$ cat config.mk
export PLATFORM = sky130hd
export DESIGN_NAME = sseg_score_display_flat
export DESIGN_NICKNAME = d
export VERILOG_FILES = /design/src/rtl/sseg_pkg.sv /design/src/rtl/sseg_score_display_if.sv /design/src/rtl/bin2bcd_seq.sv /design/src/rtl/sseg_score_display.sv /design/src/flat_wrapper.sv
export SDC_FILE = /design/constraint.sdc
export NUM_CORES = 1
export LEC_CHECK = 0
export BUFFER_PORTS_ARGS = -buffer_cell sky130_fd_sc_hd__buf_4
export CORE_UTILIZATION = 51
export DETAILED_ROUTE_END_ITERATION = 8
export PLACE_DENSITY = 0.69
export SYNTH_ARGS = -nofsm -noshare
export SYNTH_HDL_FRONTEND = slang
export SYNTH_SLANG_ARGS = --single-unit
$ cat constraint.sdc
create_clock -name clk -period 3.7 [get_ports clk]
set_input_delay 0 -clock clk [delete_from_list [all_inputs] [get_ports clk]]
set_output_delay 0 -clock clk [all_outputs]
set_load 0.02 [all_outputs]
$ cat src/rtl/sseg_pkg.sv
// rtl/sseg_pkg.sv - shared types, constants and helpers for the score display
// Purpose: conversion FSM state type, blank codes, BCD nibble width,
//          digit-to-segment lookup and a decimal-digit-count helper.
// Ports:   none (package).
package sseg_pkg;

  localparam int BCD_W = 4;
  localparam logic [7:0] SEG_BLANK = 8'hFF;
  localparam logic [7:0] AN_OFF    = 8'hFF;

  typedef enum logic [1:0] {
    IDLE  = 2'd0,
    SHIFT = 2'd1,
    DONE  = 2'd2
  } conv_state_t;

  // Active-low cathodes, bit order {dp,g,f,e,d,c,b,a}; dp is always off.
  function automatic logic [7:0] seg_of(input logic [3:0] d);
    logic [7:0] s;
    case (d)
      4'd0:    s = 8'hC0;
      4'd1:    s = 8'hF9;
      4'd2:    s = 8'hA4;
      4'd3:    s = 8'hB0;
      4'd4:    s = 8'h99;
      4'd5:    s = 8'h92;
      4'd6:    s = 8'h82;
      4'd7:    s = 8'hF8;
      4'd8:    s = 8'h80;
      4'd9:    s = 8'h90;
      default: s = SEG_BLANK;
    endcase
    return s;
  endfunction

  // Number of decimal digits needed to hold the largest w-bit value.
  function automatic int dec_digits(input int w);
    longint unsigned v;
    int n;
    v = (64'd1 << w) - 64'd1;
    n = 1;
    while (v >= 64'd10) begin
      v = v / 64'd10;
      n++;
    end
    return n;
  endfunction

endpackage

$ cat src/rtl/sseg_score_display_if.sv
// rtl/sseg_score_display_if.sv - game-side signal bundle of the score display
// Purpose: groups the score/hit inputs and the life/segment outputs.
// Signals: score, hited (game -> display); life_out, game_over,
//          SSEG_AN, SSEG_CA (display -> game/board).
// Modports: master = game logic / board side, slave = display block.
interface sseg_score_display_if #(
  parameter int SCORE_W = 14
);
  logic [SCORE_W-1:0] score;
  logic [3:0]         hited;
  logic [3:0]         life_out;
  logic               game_over;
  logic [7:0]         SSEG_AN;
  logic [7:0]         SSEG_CA;

  modport master (
    output score, hited,
    input  life_out, game_over, SSEG_AN, SSEG_CA
  );

  modport slave (
    input  score, hited,
    output life_out, game_over, SSEG_AN, SSEG_CA
  );
endinterface

$ cat src/rtl/bin2bcd_seq.sv
// rtl/bin2bcd_seq.sv - sequential double-dabble binary to BCD converter
// Purpose: converts bin to packed BCD in W SHIFT cycles, then pulses done
//          for one cycle in DONE while bcd holds the finished result.
// Ports: clk, rst_n (async active-low), start (accepted only in IDLE),
//        bin (W bits), busy (not IDLE), done (DONE state), bcd (DIGITS nibbles).
module bin2bcd_seq
  import sseg_pkg::*;
#(
  parameter int W      = 14,
  parameter int DIGITS = dec_digits(W)
) (
  input  logic                    clk,
  input  logic                    rst_n,
  input  logic                    start,
  input  logic [W-1:0]            bin,
  output logic                    busy,
  output logic                    done,
  output logic [BCD_W*DIGITS-1:0] bcd
);

  localparam int CNT_W = $clog2(W + 1);

  conv_state_t             state, state_nx;
  logic [W-1:0]            sh;
  logic [BCD_W*DIGITS-1:0] acc, acc_adj;
  logic [CNT_W-1:0]        cnt;

  always_ff @(posedge clk or negedge rst_n) begin
    if (!rst_n) state <= IDLE;
    else        state <= state_nx;
  end

  always_comb begin
    state_nx = state;
    case (state)
      IDLE:    if (start) state_nx = SHIFT;
      SHIFT:   if (cnt == CNT_W'(W - 1)) state_nx = DONE;
      DONE:    state_nx = IDLE;
      default: state_nx = IDLE;
    endcase
  end

  always_comb begin
    busy = (state != IDLE);
    done = (state == DONE);
  end

  // Add-3 correction applied before each shift so a nibble never exceeds 9.
  always_comb begin
    acc_adj = acc;
    for (int i = 0; i < DIGITS; i++) begin
      if (acc[i*BCD_W +: BCD_W] >= 4'd5)
        acc_adj[i*BCD_W +: BCD_W] = acc[i*BCD_W +: BCD_W] + 4'd3;
    end
  end

  always_ff @(posedge clk or negedge rst_n) begin
    if (!rst_n) begin
      sh  <= '0;
      acc <= '0;
      cnt <= '0;
    end else begin
      case (state)
        IDLE: begin
          if (start) begin
            sh  <= bin;
            acc <= '0;
            cnt <= '0;
          end
        end
        SHIFT: begin
          acc <= {acc_adj[BCD_W*DIGITS-2:0], sh[W-1]};
          sh  <= sh << 1;
          cnt <= cnt + 1'b1;
        end
        default: ;
      endcase
    end
  end

  assign bcd = acc;

endmodule

$ cat src/rtl/sseg_score_display.sv
// rtl/sseg_score_display.sv - multiplexed score/life seven-segment driver
// Purpose: converts the binary score to BCD, blanks leading zeros, shows the
//          remaining-life digit and scans all 8 anodes (1/8 duty each).
// Ports: clk, rst_n (async assert, synchronised release), bus (slave modport:
//        score, hited in; life_out, game_over, SSEG_AN, SSEG_CA out).
// Option: define SSEG_BLINK_EN to blink the life digit at one life and the
//         whole display at game over.
module sseg_score_display
  import sseg_pkg::*;
#(
  parameter int CLK_DIV      = 131072,
  parameter int SCORE_W      = 14,
  parameter int SCORE_DIGITS = 4,
  parameter int LIFE_MAX     = 3,
  parameter int LIFE_POS     = 7,
  parameter int BLINK_LOG2   = 4
) (
  input logic                 clk,
  input logic                 rst_n,
  sseg_score_display_if.slave bus
);

  localparam int ACC_DIGITS  = dec_digits(SCORE_W);
  localparam int CONV_DIGITS = (ACC_DIGITS > SCORE_DIGITS) ? ACC_DIGITS : SCORE_DIGITS;
  localparam int DISP_W      = BCD_W * SCORE_DIGITS;
  localparam int DIV_W       = $clog2(CLK_DIV);

  if (CLK_DIV < 2) begin : g_bad_div
    $error("CLK_DIV must be at least 2");
  end
  if (SCORE_DIGITS < 1 || SCORE_DIGITS > 7) begin : g_bad_digits
    $error("SCORE_DIGITS must be 1..7");
  end
  if (LIFE_POS < SCORE_DIGITS || LIFE_POS > 7) begin : g_bad_pos
    $error("LIFE_POS must lie in SCORE_DIGITS..7");
  end
  if (LIFE_MAX < 1 || LIFE_MAX > 9) begin : g_bad_life
    $error("LIFE_MAX must be 1..9");
  end
  if (BLINK_LOG2 < 1) begin : g_bad_blink
    $error("BLINK_LOG2 must be at least 1");
  end

  // Reset asserts immediately but is released on a clock edge.
  logic [1:0] rst_pipe;
  logic       rst_sync_n;

  always_ff @(posedge clk or negedge rst_n) begin
    if (!rst_n) rst_pipe <= 2'b00;
    else        rst_pipe <= {rst_pipe[0], 1'b1};
  end
  assign rst_sync_n = rst_pipe[1];

  // Life path.
  logic [3:0] life_q;
  logic       game_over_q;

  always_ff @(posedge clk or negedge rst_sync_n) begin
    if (!rst_sync_n) begin
      life_q      <= 4'(LIFE_MAX);
      game_over_q <= 1'b0;
    end else if (bus.hited < 4'(LIFE_MAX)) begin
      life_q      <= 4'(LIFE_MAX) - bus.hited;
      game_over_q <= 1'b0;
    end else begin
      life_q      <= 4'd0;
      game_over_q <= 1'b1;
    end
  end

  assign bus.life_out  = life_q;
  assign bus.game_over = game_over_q;

  // Conversion control: restart whenever the score differs from what was
  // last converted and the converter is back in IDLE.
  logic [SCORE_W-1:0]            last_score;
  logic                          conv_start, conv_busy, conv_done, conv_ovf;
  logic [BCD_W*CONV_DIGITS-1:0]  conv_bcd;
  logic [DISP_W-1:0]             disp_bcd;

  assign conv_start = !conv_busy && (bus.score != last_score);

  bin2bcd_seq #(
    .W      (SCORE_W),
    .DIGITS (CONV_DIGITS)
  ) u_bin2bcd (
    .clk   (clk),
    .rst_n (rst_sync_n),
    .start (conv_start),
    .bin   (bus.score),
    .busy  (conv_busy),
    .done  (conv_done),
    .bcd   (conv_bcd)
  );

  // Any nonzero digit beyond the displayed ones means the score overflows.
  if (CONV_DIGITS > SCORE_DIGITS) begin : g_ovf
    assign conv_ovf = |conv_bcd[BCD_W*CONV_DIGITS-1:DISP_W];
  end else begin : g_no_ovf
    assign conv_ovf = 1'b0;
  end

  always_ff @(posedge clk or negedge rst_sync_n) begin
    if (!rst_sync_n) begin
      last_score <= '0;
      disp_bcd   <= '0;
    end else begin
      if (conv_start) last_score <= bus.score;
      if (conv_done)  disp_bcd   <= conv_ovf ? {SCORE_DIGITS{4'h9}} : conv_bcd[DISP_W-1:0];
    end
  end

  // Scan timing.
  logic [DIV_W-1:0] scan_cnt;
  logic [2:0]       scan_idx;
  logic             scan_wrap;

  assign scan_wrap = (scan_cnt == DIV_W'(CLK_DIV - 1));

  always_ff @(posedge clk or negedge rst_sync_n) begin
    if (!rst_sync_n) begin
      scan_cnt <= '0;
      scan_idx <= '0;
    end else if (scan_wrap) begin
      scan_cnt <= '0;
      scan_idx <= scan_idx + 3'd1;
    end else begin
      scan_cnt <= scan_cnt + 1'b1;
    end
  end

  logic blank_life, blank_score;

`ifdef SSEG_BLINK_EN
  logic [BLINK_LOG2-1:0] frame_cnt;
  logic                  blink_on;

  always_ff @(posedge clk or negedge rst_sync_n) begin
    if (!rst_sync_n) begin
      frame_cnt <= '0;
      blink_on  <= 1'b1;
    end else if (scan_wrap && scan_idx == 3'd7) begin
      frame_cnt <= frame_cnt + 1'b1;
      if (&frame_cnt) blink_on <= ~blink_on;
    end
  end

  assign blank_life  = !blink_on && (game_over_q || life_q == 4'd1);
  assign blank_score = !blink_on && game_over_q;
`else
  assign blank_life  = 1'b0;
  assign blank_score = 1'b0;
`endif

  // A score digit is blanked when it and every digit above it are zero;
  // digit 0 is never blanked.
  logic [SCORE_DIGITS-1:0] lz_blank;

  always_comb begin
    logic zero_above;
    zero_above = 1'b1;
    lz_blank   = '0;
    for (int i = SCORE_DIGITS - 1; i >= 1; i--) begin
      zero_above  = zero_above && (disp_bcd[i*BCD_W +: BCD_W] == 4'd0);
      lz_blank[i] = zero_above;
    end
  end

  // Per-position anode/cathode patterns; unused positions stay dark.
  logic [7:0] pos_an [8];
  logic [7:0] pos_ca [8];

  always_comb begin
    for (int i = 0; i < 8; i++) begin
      pos_an[i] = AN_OFF;
      pos_ca[i] = SEG_BLANK;
    end
    for (int i = 0; i < SCORE_DIGITS; i++) begin
      pos_an[i] = ~(8'd1 << i);
      if (!lz_blank[i] && !blank_score)
        pos_ca[i] = seg_of(disp_bcd[i*BCD_W +: BCD_W]);
    end
    pos_an[LIFE_POS] = ~(8'd1 << LIFE_POS);
    if (!blank_life) pos_ca[LIFE_POS] = seg_of(life_q);
  end

  logic [7:0] an_q, ca_q;

  always_ff @(posedge clk or negedge rst_sync_n) begin
    if (!rst_sync_n) begin
      an_q <= AN_OFF;
      ca_q <= SEG_BLANK;
    end else begin
      an_q <= pos_an[scan_idx];
      ca_q <= pos_ca[scan_idx];
    end
  end

  assign bus.SSEG_AN = an_q;
  assign bus.SSEG_CA = ca_q;

endmodule

$ cat src/flat_wrapper.sv
// flat-port wrapper written by rule: the top's interface ports become plain ports
module sseg_score_display_flat import sseg_pkg::*;
#(
  parameter int CLK_DIV      = 131072,
  parameter int SCORE_W      = 14,
  parameter int SCORE_DIGITS = 4,
  parameter int LIFE_MAX     = 3,
  parameter int LIFE_POS     = 7,
  parameter int BLINK_LOG2   = 4
)
  (clk, rst_n, bus_score, bus_hited, bus_life_out, bus_game_over, bus_SSEG_AN, bus_SSEG_CA);
  sseg_score_display_if #(.SCORE_W(SCORE_W)) bus_i ();
  input logic clk;
  input logic rst_n;
  input wire logic [$bits(bus_i.score)-1:0] bus_score;
  input wire logic [$bits(bus_i.hited)-1:0] bus_hited;
  output wire logic [$bits(bus_i.life_out)-1:0] bus_life_out;
  output wire logic [$bits(bus_i.game_over)-1:0] bus_game_over;
  output wire logic [$bits(bus_i.SSEG_AN)-1:0] bus_SSEG_AN;
  output wire logic [$bits(bus_i.SSEG_CA)-1:0] bus_SSEG_CA;
  assign bus_i.score = bus_score;
  assign bus_i.hited = bus_hited;
  assign bus_life_out = bus_i.life_out;
  assign bus_game_over = bus_i.game_over;
  assign bus_SSEG_AN = bus_i.SSEG_AN;
  assign bus_SSEG_CA = bus_i.SSEG_CA;
  sseg_score_display #(.CLK_DIV(CLK_DIV), .SCORE_W(SCORE_W), .SCORE_DIGITS(SCORE_DIGITS), .LIFE_MAX(LIFE_MAX), .LIFE_POS(LIFE_POS), .BLINK_LOG2(BLINK_LOG2)) u_core (.clk(clk), .rst_n(rst_n), .bus(bus_i));
endmodule
==> impl_metrics.tcl <==
set metrics [dict create \
    synthDistinctLibCells 59 \
    core_area_mm2 0.01152 \
    cts_root_buffer "clkbuf_16" \
    antenna_found_initial 0 \
    gr-total-overflow 0 \
    grt_max_degree 46 \
    p_sw_share_pct 36.31 \
    fin_util_pct 60.17 \
    clk_latency_ns 0.35 \
    fmax_ghz 0.3976 \
    wl_per_cell_um 14.76 \
    vias 4438 \
    antenna_cells 0 \
    yosysSeqAreaShare_pct 45.09 \
    critPathMostFrequentCell "ha_1" \
    fp.dieArea_mm2 0.01238 \
    drive_gt1_share_pct 14.64 \
    synthArstFlopShare_pct 100.0 \
    die_h_um 111.3 \
    rows 39 \
    port-buffer-count 36 \
    seqPwrFrac_pct 40.3 \
    netlist_area_mm2 0.006088 \
    area_growth_pct 13.81 \
    path_buf_inv 1 \
    drc 10 \
    finalPower_mw 4.962 \
    grt_use_total_pct 20.54 \
    syn_area_per_cell_um2 10.13 \
    violations "design-rule violations" \
    cts_tree "built" \
    hpwlAfterDp_mm 8.020 \
    yosysWarnings 0 \
    pwr-share-comb_pct 39.3 \
    synth_edf_count 0 \
    worstMarginPinSlew_ns 0.9241 \
    required_ns 3.94 \
    fin_nets 711 \
    period_share_pct 67.98 \
    hp-class "input port to register" \
    path_class "register to register" \
    power.switching_mw 1.802 \
    finalCriticalPeriod_ns 2.515 \
    synth.top_cell.area_share_pct 39.05 \
    crit_arrival_ns 2.75 \
    ctsResizeCount 0 \
    synth_flop_cell "dfrtp_1" \
    maxSlewViolCount 0 \
    n_fill_cell 932 \
    slew_headroom_pct 38.25 \
    pre_cts_slack_ns 1.187 \
    tns_ns 0 \
    drtPass1Iterations 6 \
    cp_max_fo 11 \
    grt_pass1_wl_mm 20.40 \
    vias_per_cell 5.604 \
    ioPinCount 41 \
    yosysTopAreaCell "dfrtp_1" \
    synth_area_leaders "dfrtp_1 39%, ha_1 9.7%, dfstp_2 6.0%, xnor2_1 3.7%, a21oi_1 3.3%" \
    power_density_mw_per_mm2 716.1 \
    ys_ff_latch 109 \
    first_iter_violations 214 \
    first_global_vias 4376 \
    setup_viol 0 \
    skew_ns 0.005473 \
    routed_wl_mm 11.69 \
    max_stage_delay_ns 0.41 \
    intPower_mw 3.160 \
    crit_family "simple AND/OR/NAND/NOR gates" \
    ir_drop_mv 0.3889 \
    cts_buffers 9 \
    clock_sinks 109 \
    startpoint_type "register" \
    rsz0062_at_grt "false" \
    clock_power_share_pct 20.3 \
    gp_congestion 0.8353 \
    fp.dieW_um 111.3 \
    cp-end-kind "register" \
    syn_inst 601 \
    cts_max_path_buffers 2 \
    htree_levels 3 \
    hold_violations 0 \
    final_antenna_net_count 0 \
    path_cells "ha_1, nand4_1, nor3_1, and4_1, ha_1, buf_4, mux2_2" \
    layout_setup_ws_ns 1.185 \
    cp_slowest_cell "dfrtp_1" \
    initial_core_util_pct 52.87 \
    ctsHoldBuffers 19 \
    outcome "complete, but fails checks" \
    max_cap_viol_count 0 \
    power.leakage_nw 3.061 \
    postCtsSetupRepairBufs 0 \
    clk_pin_slew_ns 0.06 \
]
==> Yosys cell counts (all sizes together), types with 14 or more instances <==
cell	n
xnor2	26
ha	47
inv	36
clkbuf	19
mux2	16
o22ai	17
nand2b	18
nor2	44
dfstp	14
nand2	43
dfrtp	95
buf	14
a21oi	40
and3	16
o21ai	25
==> routing by layer <==
layer  vias to the layer above  wire, um  GRT usage [%]
met2                        81      5649          33.25
met4                         0       201          7.748
met1                      2132      5421          26.87
met3                        20       417          4.647
li1                       2205         -              -
met5                         -         0              0
==> stage by stage <==
stage	instances	cell area, um^2	hold WS, ns
after global placement	757	6430	-0.2167
after detailed placement	757	6430	-0.2150
after global routing	792	6929	0.08469
final	792	6929	0.07769
after CTS	792	6929	0.06634
after floorplan	605	6103	-0.2956
==> power by group through the flow <==
stage | clock, mW | combinational (mW) | sequential [mW]
floorplan | 0 | 1.62 | 1.91
global placement | 0 | 1.88 | 1.99
detailed placement | 0 | 1.94 | 2.01
CTS | 1.04 | 1.96 | 2.00
global route | 1.08 | 2.21 | 2.07
finish | 1.01 | 1.95 | 2.00
==> area by class of cell <==
| type | instances | area, um^2 | share of cell area [%] |
|---|---|---|---|
| Multi-Input combinational cell | 426 | 3048 | 43.99 |
| Sequential cell | 109 | 2749 | 39.67 |
| Timing Repair Buffer | 61 | 505.5 | 7.295 |
| Clock buffer | 12 | 236.5 | 3.413 |
| Tap cell | 143 | 178.9 | 2.582 |
| Inverter | 37 | 138.9 | 2.004 |
| Clock inverter | 4 | 72.57 | 1.047 |
==> cells in the final DEF (no fill, tap or decap), types with 4 or more instances in the layout <==
cell type      synthesis  final
a22oi_1                4      4
o22ai_1               17     17
a31oi_1                8      8
a21oi_1               40     40
a221o_1               13     13
dlygate4sd3_1          0     19
mux2_2                16     16
nor2_1                44     44
a22o_1                 5      5
a211oi_1               6      6
nand4_1                6      6
o22a_1                 5      5
inv_1                 36     36
o21ai_0               24     24
dfstp_2               14     14
nand2b_1              18     18
dfrtp_1               95     94
and3_1                16     16
xor2_1                11     11
nor4b_1                5      5
conb_1                 1      5
xnor2_1               26     26
nand2_1               43     43
buf_4                  7     42
nand3_1               13     13
ha_1                  47     47
clkbuf_16              0      9
==> sequential cells by signal, indices dropped and copies added, names as in the netlist <==
| signal | flops |
|---|---|
| u_core.disp_bcd | 16 |
| u_core.bus.SSEG_AN | 5 |
| u_core.u_bin2bcd.state | 2 |
| u_core.bus.SSEG_CA | 7 |
| u_core.u_bin2bcd.sh | 14 |
| u_core.bus.game_over | 1 |
| u_core.scan_cnt | 17 |
| u_core.scan_idx | 3 |
| u_core.last_score | 14 |
| u_core.bus.life_out | 4 |
| u_core.u_bin2bcd.bcd | 20 |
| u_core.rst_pipe | 2 |
| u_core.u_bin2bcd.cnt | 4 |
==> cells by family (layout without fill, tap and decap cells) <==
family | after synthesis | count (layout) | share of synthesized area (%)
and+or+nand+nor | 163 | 163 | 13.77
muxes | 19 | 19 | 3.453
buffers and inverters | 70 | 114 | 5.199
other | 1 | 5 | 0.06159
xor gates and xnor gates | 37 | 37 | 5.323
DFF | 109 | 109 | 45.09
adders and majority gates | 47 | 47 | 9.659
AOI/OAI and AO/OA | 155 | 155 | 17.45
==> path summary, 6_finish.rpt <==
| path | startpoint | end | slack (ns) | depth (start not counted) |
|---|---|---|---|---|
| max | u_core.scan_cnt[0] | u_core.scan_idx[2] | 1.18 | 7 |
| min | bus_hited[3] | u_core.bus.life_out[3] | 0.08 | 4 |
| min reg2reg | u_core.rst_pipe[1] | u_core.scan_cnt[8] | 0.32 | 0 |
| min in group asynchronous | u_core.rst_pipe[1] | u_core.scan_cnt[8] | 0.32 | 0 |
| max reg2reg | u_core.scan_cnt[0] | u_core.scan_idx[2] | 1.18 | 7 |
| max in group asynchronous | u_core.rst_pipe[1] | u_core.disp_bcd[14] | 2.57 | 1 |
==> worst reg2reg max path: cells and delay by family (launching register included) <==
family / cells / cell delay, ns
flip-flops: 1 / 0.41
buffers and inverters: 1 / 0.25
AND/OR/NAND/NOR: 3 / 0.78
adder cells (fa/ha/maj): 2 / 0.63
multiplexers: 1 / 0.34
Power figures use the tool's default switching activity.
